<file path="src/rtl/conv_pkg.sv">
// Shared types and width helpers for the convolution sequencer and input-memory block.
// Latency: n/a (declarations only).
// Backpressure: n/a.
// Contents: conv_state_t FSM encoding; k_bits/x_addr_bits/w_addr_bits width functions of R, C, MAXK.
package conv_pkg;

  typedef enum logic [2:0] {
    ST_IDLE  = 3'd0,
    ST_RUN   = 3'd1,
    ST_DRAIN = 3'd2,
    ST_OUT   = 3'd3,
    ST_DONE  = 3'd4
  } conv_state_t;

  // K must be able to hold MAXK itself, not just MAXK-1.
  function automatic int k_bits(input int maxk);
    return $clog2(maxk + 1);
  endfunction

  function automatic int x_addr_bits(input int r, input int c);
    return $clog2(r * c);
  endfunction

  function automatic int w_addr_bits(input int maxk);
    return $clog2(maxk * maxk);
  endfunction

endpackage

</file>
<file path="src/rtl/window_addr_gen.sv">
// Window/term counters with incremental X and W address generation for one convolution.
// Latency: addresses are registered and change on the edge where step/next_window/clear is sampled.
// Backpressure: counters and addresses hold whenever no control is asserted.
// Ports: clk, reset; k (window size); clear/step/next_window controls;
//        x_addr/w_addr current read addresses; term_first/term_last/win_last position flags.
module window_addr_gen
  import conv_pkg::*;
#(
  parameter int R    = 9,
  parameter int C    = 8,
  parameter int MAXK = 4,
  localparam int K_BITS      = k_bits(MAXK),
  localparam int X_ADDR_BITS = x_addr_bits(R, C),
  localparam int W_ADDR_BITS = w_addr_bits(MAXK)
) (
  input  logic                   clk,
  input  logic                   reset,
  input  logic [K_BITS-1:0]      k,
  input  logic                   clear,
  input  logic                   step,
  input  logic                   next_window,
  output logic [X_ADDR_BITS-1:0] x_addr,
  output logic [W_ADDR_BITS-1:0] w_addr,
  output logic                   term_first,
  output logic                   term_last,
  output logic                   win_last
);

  localparam int R_BITS = $clog2(R + 1);
  localparam int C_BITS = $clog2(C + 1);

  logic [R_BITS-1:0]      r;
  logic [C_BITS-1:0]      c;
  logic [K_BITS-1:0]      i;
  logic [K_BITS-1:0]      j;
  // X address of term (0,0) of the current window, i.e. r*C + c.
  logic [X_ADDR_BITS-1:0] x_base;
  logic                   j_last;
  logic                   c_last;

  always_comb begin
    j_last     = (int'(j) == int'(k) - 1);
    c_last     = (int'(c) == C - int'(k));
    term_first = (i == '0) && (j == '0);
    term_last  = (int'(i) == int'(k) - 1) && j_last;
    win_last   = (int'(r) == R - int'(k)) && c_last;
  end

  always_ff @(posedge clk) begin
    if (reset || clear) begin
      r      <= '0;
      c      <= '0;
      i      <= '0;
      j      <= '0;
      x_base <= '0;
      x_addr <= '0;
      w_addr <= '0;
    end else if (step) begin
      // W is row-major i*K+j, so within a window it simply counts up.
      w_addr <= w_addr + 1'b1;
      if (j_last) begin
        j      <= '0;
        i      <= i + 1'b1;
        // Jump from (r+i, c+K-1) to (r+i+1, c).
        x_addr <= X_ADDR_BITS'(int'(x_addr) + C + 1 - int'(k));
      end else begin
        j      <= j + 1'b1;
        x_addr <= x_addr + 1'b1;
      end
    end else if (next_window) begin
      i      <= '0;
      j      <= '0;
      w_addr <= '0;
      if (c_last) begin
        // Base moves from r*C + (C-K) to (r+1)*C.
        c      <= '0;
        r      <= r + 1'b1;
        x_base <= X_ADDR_BITS'(int'(x_base) + int'(k));
        x_addr <= X_ADDR_BITS'(int'(x_base) + int'(k));
      end else begin
        c      <= c + 1'b1;
        x_base <= x_base + 1'b1;
        x_addr <= x_base + 1'b1;
      end
    end
  end

endmodule

</file>
<file path="src/rtl/conv_sequencer.sv">
// Sequences one 2D convolution: walks every output window, issues X/W reads, drives MAC strobes.
// Latency: MAC strobes trail their address by 1 cycle; per window K*K RUN + 1 DRAIN + 1 OUT cycle.
// Backpressure: out_valid holds in OUT until out_ready; addresses freeze and mac_en stays low meanwhile.
// Ports: clk, reset (sync, active-high); inputs_loaded/K start a matrix; X_read_addr/W_read_addr reads;
//        mac_en/mac_clear/mac_last MAC strobes; out_valid/out_last/out_ready result handshake;
//        compute_finished/cfg_err end-of-matrix pulses.
module conv_sequencer
  import conv_pkg::*;
#(
  parameter int R    = 9,
  parameter int C    = 8,
  parameter int MAXK = 4,
  localparam int K_BITS      = k_bits(MAXK),
  localparam int X_ADDR_BITS = x_addr_bits(R, C),
  localparam int W_ADDR_BITS = w_addr_bits(MAXK)
) (
  input  logic                   clk,
  input  logic                   reset,
  input  logic                   inputs_loaded,
  input  logic [K_BITS-1:0]      K,
  output logic [X_ADDR_BITS-1:0] X_read_addr,
  output logic [W_ADDR_BITS-1:0] W_read_addr,
  output logic                   mac_en,
  output logic                   mac_clear,
  output logic                   mac_last,
  output logic                   out_valid,
  output logic                   out_last,
  input  logic                   out_ready,
  output logic                   compute_finished,
  output logic                   cfg_err
);

  conv_state_t       state;
  logic [K_BITS-1:0] k_lat;
  logic              err_flag;
  logic              k_ok;
  logic              start;
  logic              step;
  logic              next_window;
  logic              term_first;
  logic              term_last;
  logic              win_last;

  assign k_ok        = (int'(K) >= 2) && (int'(K) <= MAXK);
  // Counters are only cleared for a valid start so a rejected K leaves the address bus untouched.
  assign start       = (state == ST_IDLE) && inputs_loaded && k_ok;
  // The final term keeps its address through DRAIN/OUT; next_window re-bases afterwards.
  assign step        = (state == ST_RUN) && !term_last;
  assign next_window = (state == ST_OUT) && out_ready && !win_last;

  window_addr_gen #(
    .R    (R),
    .C    (C),
    .MAXK (MAXK)
  ) u_addr (
    .clk         (clk),
    .reset       (reset),
    .k           (k_lat),
    .clear       (start),
    .step        (step),
    .next_window (next_window),
    .x_addr      (X_read_addr),
    .w_addr      (W_read_addr),
    .term_first  (term_first),
    .term_last   (term_last),
    .win_last    (win_last)
  );

  always_ff @(posedge clk) begin
    if (reset) begin
      state     <= ST_IDLE;
      k_lat     <= '0;
      err_flag  <= 1'b0;
      mac_en    <= 1'b0;
      mac_clear <= 1'b0;
      mac_last  <= 1'b0;
    end else begin
      // Memory read latency is one cycle, so strobes follow the address cycle.
      mac_en    <= (state == ST_RUN);
      mac_clear <= (state == ST_RUN) && term_first;
      mac_last  <= (state == ST_RUN) && term_last;
      case (state)
        ST_IDLE: begin
          if (inputs_loaded) begin
            k_lat    <= K;
            err_flag <= !k_ok;
            state    <= k_ok ? ST_RUN : ST_DONE;
          end
        end
        ST_RUN: begin
          if (term_last) state <= ST_DRAIN;
        end
        ST_DRAIN: begin
          state <= ST_OUT;
        end
        ST_OUT: begin
          if (out_ready) state <= win_last ? ST_DONE : ST_RUN;
        end
        ST_DONE: begin
          state <= ST_IDLE;
        end
        default: begin
          state <= ST_IDLE;
        end
      endcase
    end
  end

  assign out_valid        = (state == ST_OUT);
  assign out_last         = (state == ST_OUT) && win_last;
  assign compute_finished = (state == ST_DONE);
  assign cfg_err          = (state == ST_DONE) && err_flag;

endmodule

</file>
<file path="config.mk">
export PLATFORM = sky130hd
export DESIGN_NAME = conv_sequencer
export DESIGN_NICKNAME = d
export VERILOG_FILES = /design/src/rtl/conv_pkg.sv /design/src/rtl/window_addr_gen.sv /design/src/rtl/conv_sequencer.sv
export SDC_FILE = /design/constraint.sdc
export NUM_CORES = 1
export LEC_CHECK = 0
export CORE_MARGIN = 1.5
export CORE_UTILIZATION = 35
export DETAILED_ROUTE_END_ITERATION = 6
export SYNTH_ARGS = -nofsm -noshare
export SYNTH_HDL_FRONTEND = slang
export SYNTH_SLANG_ARGS = --single-unit
</file>
<file path="constraint.sdc">
create_clock -name clk -period 3.3 [get_ports clk]
set_clock_uncertainty 0.05 [all_clocks]
set_input_delay 0.33 -clock clk [delete_from_list [all_inputs] [get_ports clk]]
set_output_delay 0.33 -clock clk [all_outputs]
set_load 0.02 [all_outputs]
</file>
==> results of run 1 <==
metrics by stage:
step                      hold slack (ns)  setup slack, ns  total power [W]  instances  area [µm²]
after floorplan                     0.382            0.277         0.000671        323        2760
after global placement              0.408            0.311         0.000725        448        3150
after detailed placement            0.409            0.177         0.000726        448        3150
after CTS                           0.420            0.166          0.00106        454        3230
after global routing                0.432          0.00528          0.00110        454        3250
final                               0.414            0.283          0.00104        454        3250
per-layer routing:
layer  up-vias  wire length, µm
met4         0              108
met1      1077             2850
met3         9              194
li1       1196                -
met2        44             2840
met5         -                0
final cells by class:
type                       count  area, µm²
clock buffer                   6       82.6
tap                          102        128
inverter                      23       86.3
sequential                    42        841
fill                         778       4440
multi-input combinational    246       1790
timing repair buffer          35        323
cell families after synthesis:
family,Yosys count,share of synthesized area [%]
AND/OR/NAND/NOR,116,22.0
buffers and inverters,35,5.52
adder cells (fa/ha/maj),26,12.3
multiplexers,9,3.44
AO/OA/AOI/OAI,68,16.9
flip-flops,42,30.4
XOR/XNOR,27,9.38
worst reg2reg max path, stage by stage (launching register included):
cell and delay, ns:
dfxtp_1 0.34, inv_1 0.14, ha_2 0.24, nor4bb_2 0.31, a311oi_2 0.08, buf_4 0.17
or2_1 0.21, nor2_1 0.10, ha_1 0.27, nor2b_2 0.18, o2111ai_1 0.27, xor2_1 0.17
nor3_1 0.06, a311o_1 0.32
repair_timing:
action / in CTS / in global routing
setup endpoints to repair: 0 / 8
setup buffers: 0 / 0
hold buffers: 0 / 0
resized for setup: 0 / 5
layout by cell type, fill, tap and decap left out, drive strengths merged, types with 2 or more instances in the layout:
master and n:
dfxtp 42, nor2 33, a21oi 26, clkdlybuf4s50 24, ha 24, inv 23, nand2 22, xnor2 18
nand3 13, nor3 13, buf 11, o21ai 11, xor2 8, clkbuf 6, mux2i 5, or3 5
nor2b 5, nand2b 4, mux2 4, a311oi 4, nor4 3, nand4 3, and3 3, a211oi 3
a31oi 3, a32oi 3, a22oi 3, and3b 2, and2 2, a22o 2, and4 2, a21o 2
o211ai 2, fa 2, or2 2, nor4b 2, o31ai 2
worst min-delay path by stage:
stage	startpoint	to	slack, ns
floorplan	err_flag	err_flag	0.38
global placement	err_flag	err_flag	0.41
detailed placement	u_addr.x_base[0]	u_addr.x_base[0]	0.41
CTS	u_addr.x_base[0]	u_addr.x_base[0]	0.42
global route	u_addr.x_base[0]	u_addr.x_base[0]	0.43
finish	u_addr.x_base[0]	u_addr.x_base[0]	0.41
report_power, final:
part | internal [W] | total [W] | leakage [nW] | switching, W
sequential | 0.000516 | 0.000527 | 0.340 | 0.0000107
clock | 0.000161 | 0.000323 | 0.0431 | 0.000162
combinational | 0.0000790 | 0.000191 | 0.821 | 0.000112
sequential cells by signal, summed over array words and instances, names as in the netlist:
name           flops
err_flag           1
k_lat              3
mac_clear          1
mac_en             1
mac_last           1
state              3
u_addr.c           4
u_addr.i           3
u_addr.j           3
u_addr.r           4
u_addr.w_addr      4
u_addr.x_addr      7
u_addr.x_base      7
==> results.sh, run 1 <==
export IMPL_status="completed"
export IMPL_ys_types=61
export IMPL_yosys_area_top_type="dfxtp_1"
export IMPL_post_synth_top_count_cell="dfxtp_1"
export IMPL_crit_required_ns=3.43
export IMPL_ys_flop_type="dfxtp_1"
export IMPL_ant_nets=0
export IMPL_drt_initial_drc_count=124
export IMPL_cap_violations=0
export IMPL_reg2reg_slack_ns=0.28
export IMPL_met3_usage_pct=2.07
export IMPL_grt_busiest_layer="met2"
export IMPL_grt_pass1_wl_um=10000
export IMPL_drc=0
export IMPL_die_w_um=91.8
export IMPL_max_freq_mhz=331
export IMPL_min_path_type="reg2reg"
export IMPL_crit_chain="inv_1, ha_2, nor4bb_2, a311oi_2, buf_4, or2_1, nor2_1, ha_1, nor2b_2, o2111ai_1, xor2_1, nor3_1, a311o_1"
export IMPL_grtUsageMet2_pct=24.3
export IMPL_cts_sinks=42
export IMPL_final_hold_violation_count=0
export IMPL_async_flop_share_pct=0
export IMPL_r2r_start="k_lat[2]"
export IMPL_ff2ff_path_depth=13
export IMPL_cp_num_cells=13
export IMPL_setup_tns_ns=0
export IMPL_cts_inserted_buffers=5
export IMPL_yosys_top_cells_area="dfxtp_1 30%, ha_1 11%, xnor2_1 5.4%, a21oi_1 4.5%, nor2_1 4.3%"
export IMPL_start_util_pct=35.9
export IMPL_cts_tree="yes"
export IMPL_clkTransAtPathRegs_ns=0.07
export IMPL_utilization_pct=42.3
export IMPL_io_pins=25
export IMPL_clk_path_buf_depth=2
export IMPL_synthTopCellsByCount="42 x dfxtp_1, 32 x nor2_1, 25 x a21oi_1"
export IMPL_ys_seq_elements=42
export IMPL_fin_nets=386
export IMPL_ir_drop_mv=0.143
export IMPL_p_leak_nw=1.20
export IMPL_arrival_ns=3.15
export IMPL_avgSynthCellArea_um2=8.55
export IMPL_rows=32
export IMPL_setup_viol=0
export IMPL_syn_to_final_growth_pct=17.7
export IMPL_drive_gt1_share_pct=10.5
export IMPL_cts_max_level=2
export IMPL_antenna_found_initial=0
export IMPL_synth_top_area_share_pct=30.4
export IMPL_synth_area_mm2=0.00276
export IMPL_min_path_cells=2
export IMPL_finalCriticalPeriod_ns=3.02
export IMPL_criticalPathCategory="reg2reg"
export IMPL_io_buffers=24
export IMPL_grt_max_degree=23
export IMPL_rsz0062_at_grt="false"
export IMPL_syn_nets=356
export IMPL_wl_um=5990
export IMPL_synth_cells=323
export IMPL_track_usage_pct=14.8
export IMPL_crit_path_max_fanout=4
export IMPL_drv_slew=0
export IMPL_slowest_stage="dfxtp_1"
export IMPL_path_buf_inv=2
export IMPL_worstMarginPinSlew_ns=0.616
export IMPL_worstSetupStartpoint="k_lat[2]"
export IMPL_yosys_warnings=0
export IMPL_slowest_delay_ns=0.34
export IMPL_endpoint_kind="flip-flop"
export IMPL_drt_first_pass_iters=4
export IMPL_dieHeight_um=91.8
export IMPL_grt_pass1_vias=2104
export IMPL_gr_total_overflow=0
export IMPL_dp_hpwl_um=4510
export IMPL_synth_edf_count=0
export IMPL_core_mm2=0.00769
export IMPL_post_route_period_util_pct=91.4
export IMPL_ys_seq_area_share_pct=30.4
export IMPL_die_area_mm2=0.00844
export IMPL_powerDensity_mw_per_mm2=320
export IMPL_clk_latency_ns=0.29
export IMPL_num_vias=2326
export IMPL_slew_headroom_pct=58.5
export IMPL_n_antenna_cell=0
export IMPL_gp_congestion=0.847
export IMPL_cts_root_buffer_cell="clkbuf_8"
export IMPL_viasPerCell=5.12
export IMPL_start_kind="flip-flop"
export IMPL_use_met1_pct=19.7
export IMPL_crit_path_end="u_addr.x_addr[6]"
export IMPL_wl_per_cell_um=13.2
export IMPL_critical_path_top_delay_family="simple AND/OR/NAND/NOR gates"
export IMPL_rr_endpoint="u_addr.x_addr[6]"
Power figures use the tool's default switching activity.
==> run 2: changes to the inputs <==
GPL_ROUTABILITY_DRIVEN = 0   (was not set)
==> results of run 2 <==
The final DEF is identical to that of run 1; final timing and power are the same.
==> edit, RTL diff (settings of run 2) <==
`R` is set to 9 in 2 places; all go to 18.
--- a/src/rtl/window_addr_gen.sv
+++ b/src/rtl/window_addr_gen.sv
@@ -6,7 +6,7 @@
 module window_addr_gen
   import conv_pkg::*;
 #(
-  parameter int R    = 9,
+  parameter int R    = 18,
   parameter int C    = 8,
   parameter int MAXK = 4,
   localparam int K_BITS      = k_bits(MAXK),
--- a/src/rtl/conv_sequencer.sv
+++ b/src/rtl/conv_sequencer.sv
@@ -7,7 +7,7 @@
 module conv_sequencer
   import conv_pkg::*;
 #(
-  parameter int R    = 9,
+  parameter int R    = 18,
   parameter int C    = 8,
   parameter int MAXK = 4,
   localparam int K_BITS      = k_bits(MAXK),
Interface: changed (resized X_read_addr); port bits go from 25 to 26. No check against the original RTL was run, so the function may have changed too.
==> edit against run 2 <==
  * Count of clock-buffer cells in the layout decreased by 1
  * Wire length grew 18%
  * First-iteration DRC count shrank 14%
  * Sequential power increased by 11%
  * Total power rose by 24%
  * Setup slack lost 0.0079 ns
  * Final area is 7.5% higher
  * Synthesized area increased by 8.9%
  * Die area rose by 8.6%
  * Sequential cell count up 3
  * Critical endpoint is now out_last
==> edit: results <==
set metrics [dict create \
    p_leak_nw 1.34 \
    crit_path_max_incr_delay_ns 0.61 \
    synth_nets 395 \
    synth_area_leaders "dfxtp_1 30%, ha_1 11%, xnor2_1 6.1%" \
    wl_um 7040 \
    io_buffers 25 \
    place_inst 483 \
    p_comb_uw 270 \
    status "finished clean" \
    fmaxAchievable_mhz 331 \
    first_iter_violations 107 \
    synth_cell_types 57 \
    synth_common_cells "45 x dfxtp_1, 34 x nor2_1, 33 x nand2_1, 26 x ha_1, 25 x a21oi_1" \
    worst_ep_arrival_time_ns 2.65 \
    r2r_slack_ns 0.35 \
    timing.setup.tns_ns 0 \
    reg_top3 "u_addr.x_addr (8), u_addr.x_base (8), u_addr.r (5)" \
    use_met1 0.225 \
    reg2regPathDepth 14 \
    hold_path.class "reg -> reg" \
    power.switching_uw 387 \
    insertion_delay_ns 0.31 \
    pre_cts_slack_ns 0.386 \
    relSlewSlack 0.429 \
    ys_seq_area_frac 0.299 \
    route.met2.wl_um 3300 \
    use_met3 0.0261 \
    vias 2538 \
    ir_worst_vdd_mv 0.240 \
    cts_root_buf "clkbuf_8" \
    m1WireLength_um 3540 \
    use_met2 0.275 \
    seqPwrFrac 0.452 \
    grt_first_pass_wirelength_um 11800 \
    gr-usage-all-layers 0.166 \
    holdWs_ns 0.421 \
    crit_family "buffers and inverters" \
    crit_slowest_cell "clkdlybuf4s50_1" \
    antenna_found_initial 0 \
    clkSlewWorstSetupHoldPaths_ns 0.09 \
    cp-startpoint "k_lat[0]$_SDFFE_PP0P_" \
    crit_path_end "out_last" \
    nNetsFinal 420 \
    layout-drive-gt1-share 0.0777 \
    top_layer "met4" \
    cts_buffers 5 \
    drt_pre_antenna_iters 4 \
    hpwl_um 5260 \
    cts_buffer_depth 2 \
    wl_met3_um 136 \
    grt_max_degree 18 \
    path_max_fanout 8 \
    viasPerCell 5.17 \
    synth_cells 360 \
    grt_pass1_vias 2390 \
    synth_warnings 0 \
]
## edit: through the flow
| stage | area (sq um) | total power [mW] |
|---|---|---|
| 2_1_floorplan | 3010 | 0.787 |
| 3_3_place_gp | 3380 | 0.862 |
| 3_5_place_dp | 3380 | 0.864 |
| 4_1_cts | 3490 | 1.30 |
| 5_1_grt | 3500 | 1.36 |
| 6_report | 3500 | 1.29 |
## edit: cell type report
| type | instances | area [sq um] |
|---|---|---|
| sequential | 45 | 902 |
| tap | 105 | 131 |
| clock inverter | 3 | 46.3 |
| fill | 856 | 4760 |
| multi-input combinational | 279 | 1950 |
| inverter | 20 | 75.1 |
| timing repair buffer | 34 | 318 |
| clock buffer | 5 | 68.8 |
## edit: cell families after synthesis
logic type,count (synthesis),synth area share
AO/OA/AOI/OAI,75,0.165
XOR/XNOR,35,0.116
adder cells (fa/ha/maj),28,0.121
buffers and inverters,36,0.0524
flip-flops,45,0.299
multiplexers,5,0.0166
AND/OR/NAND/NOR,136,0.229
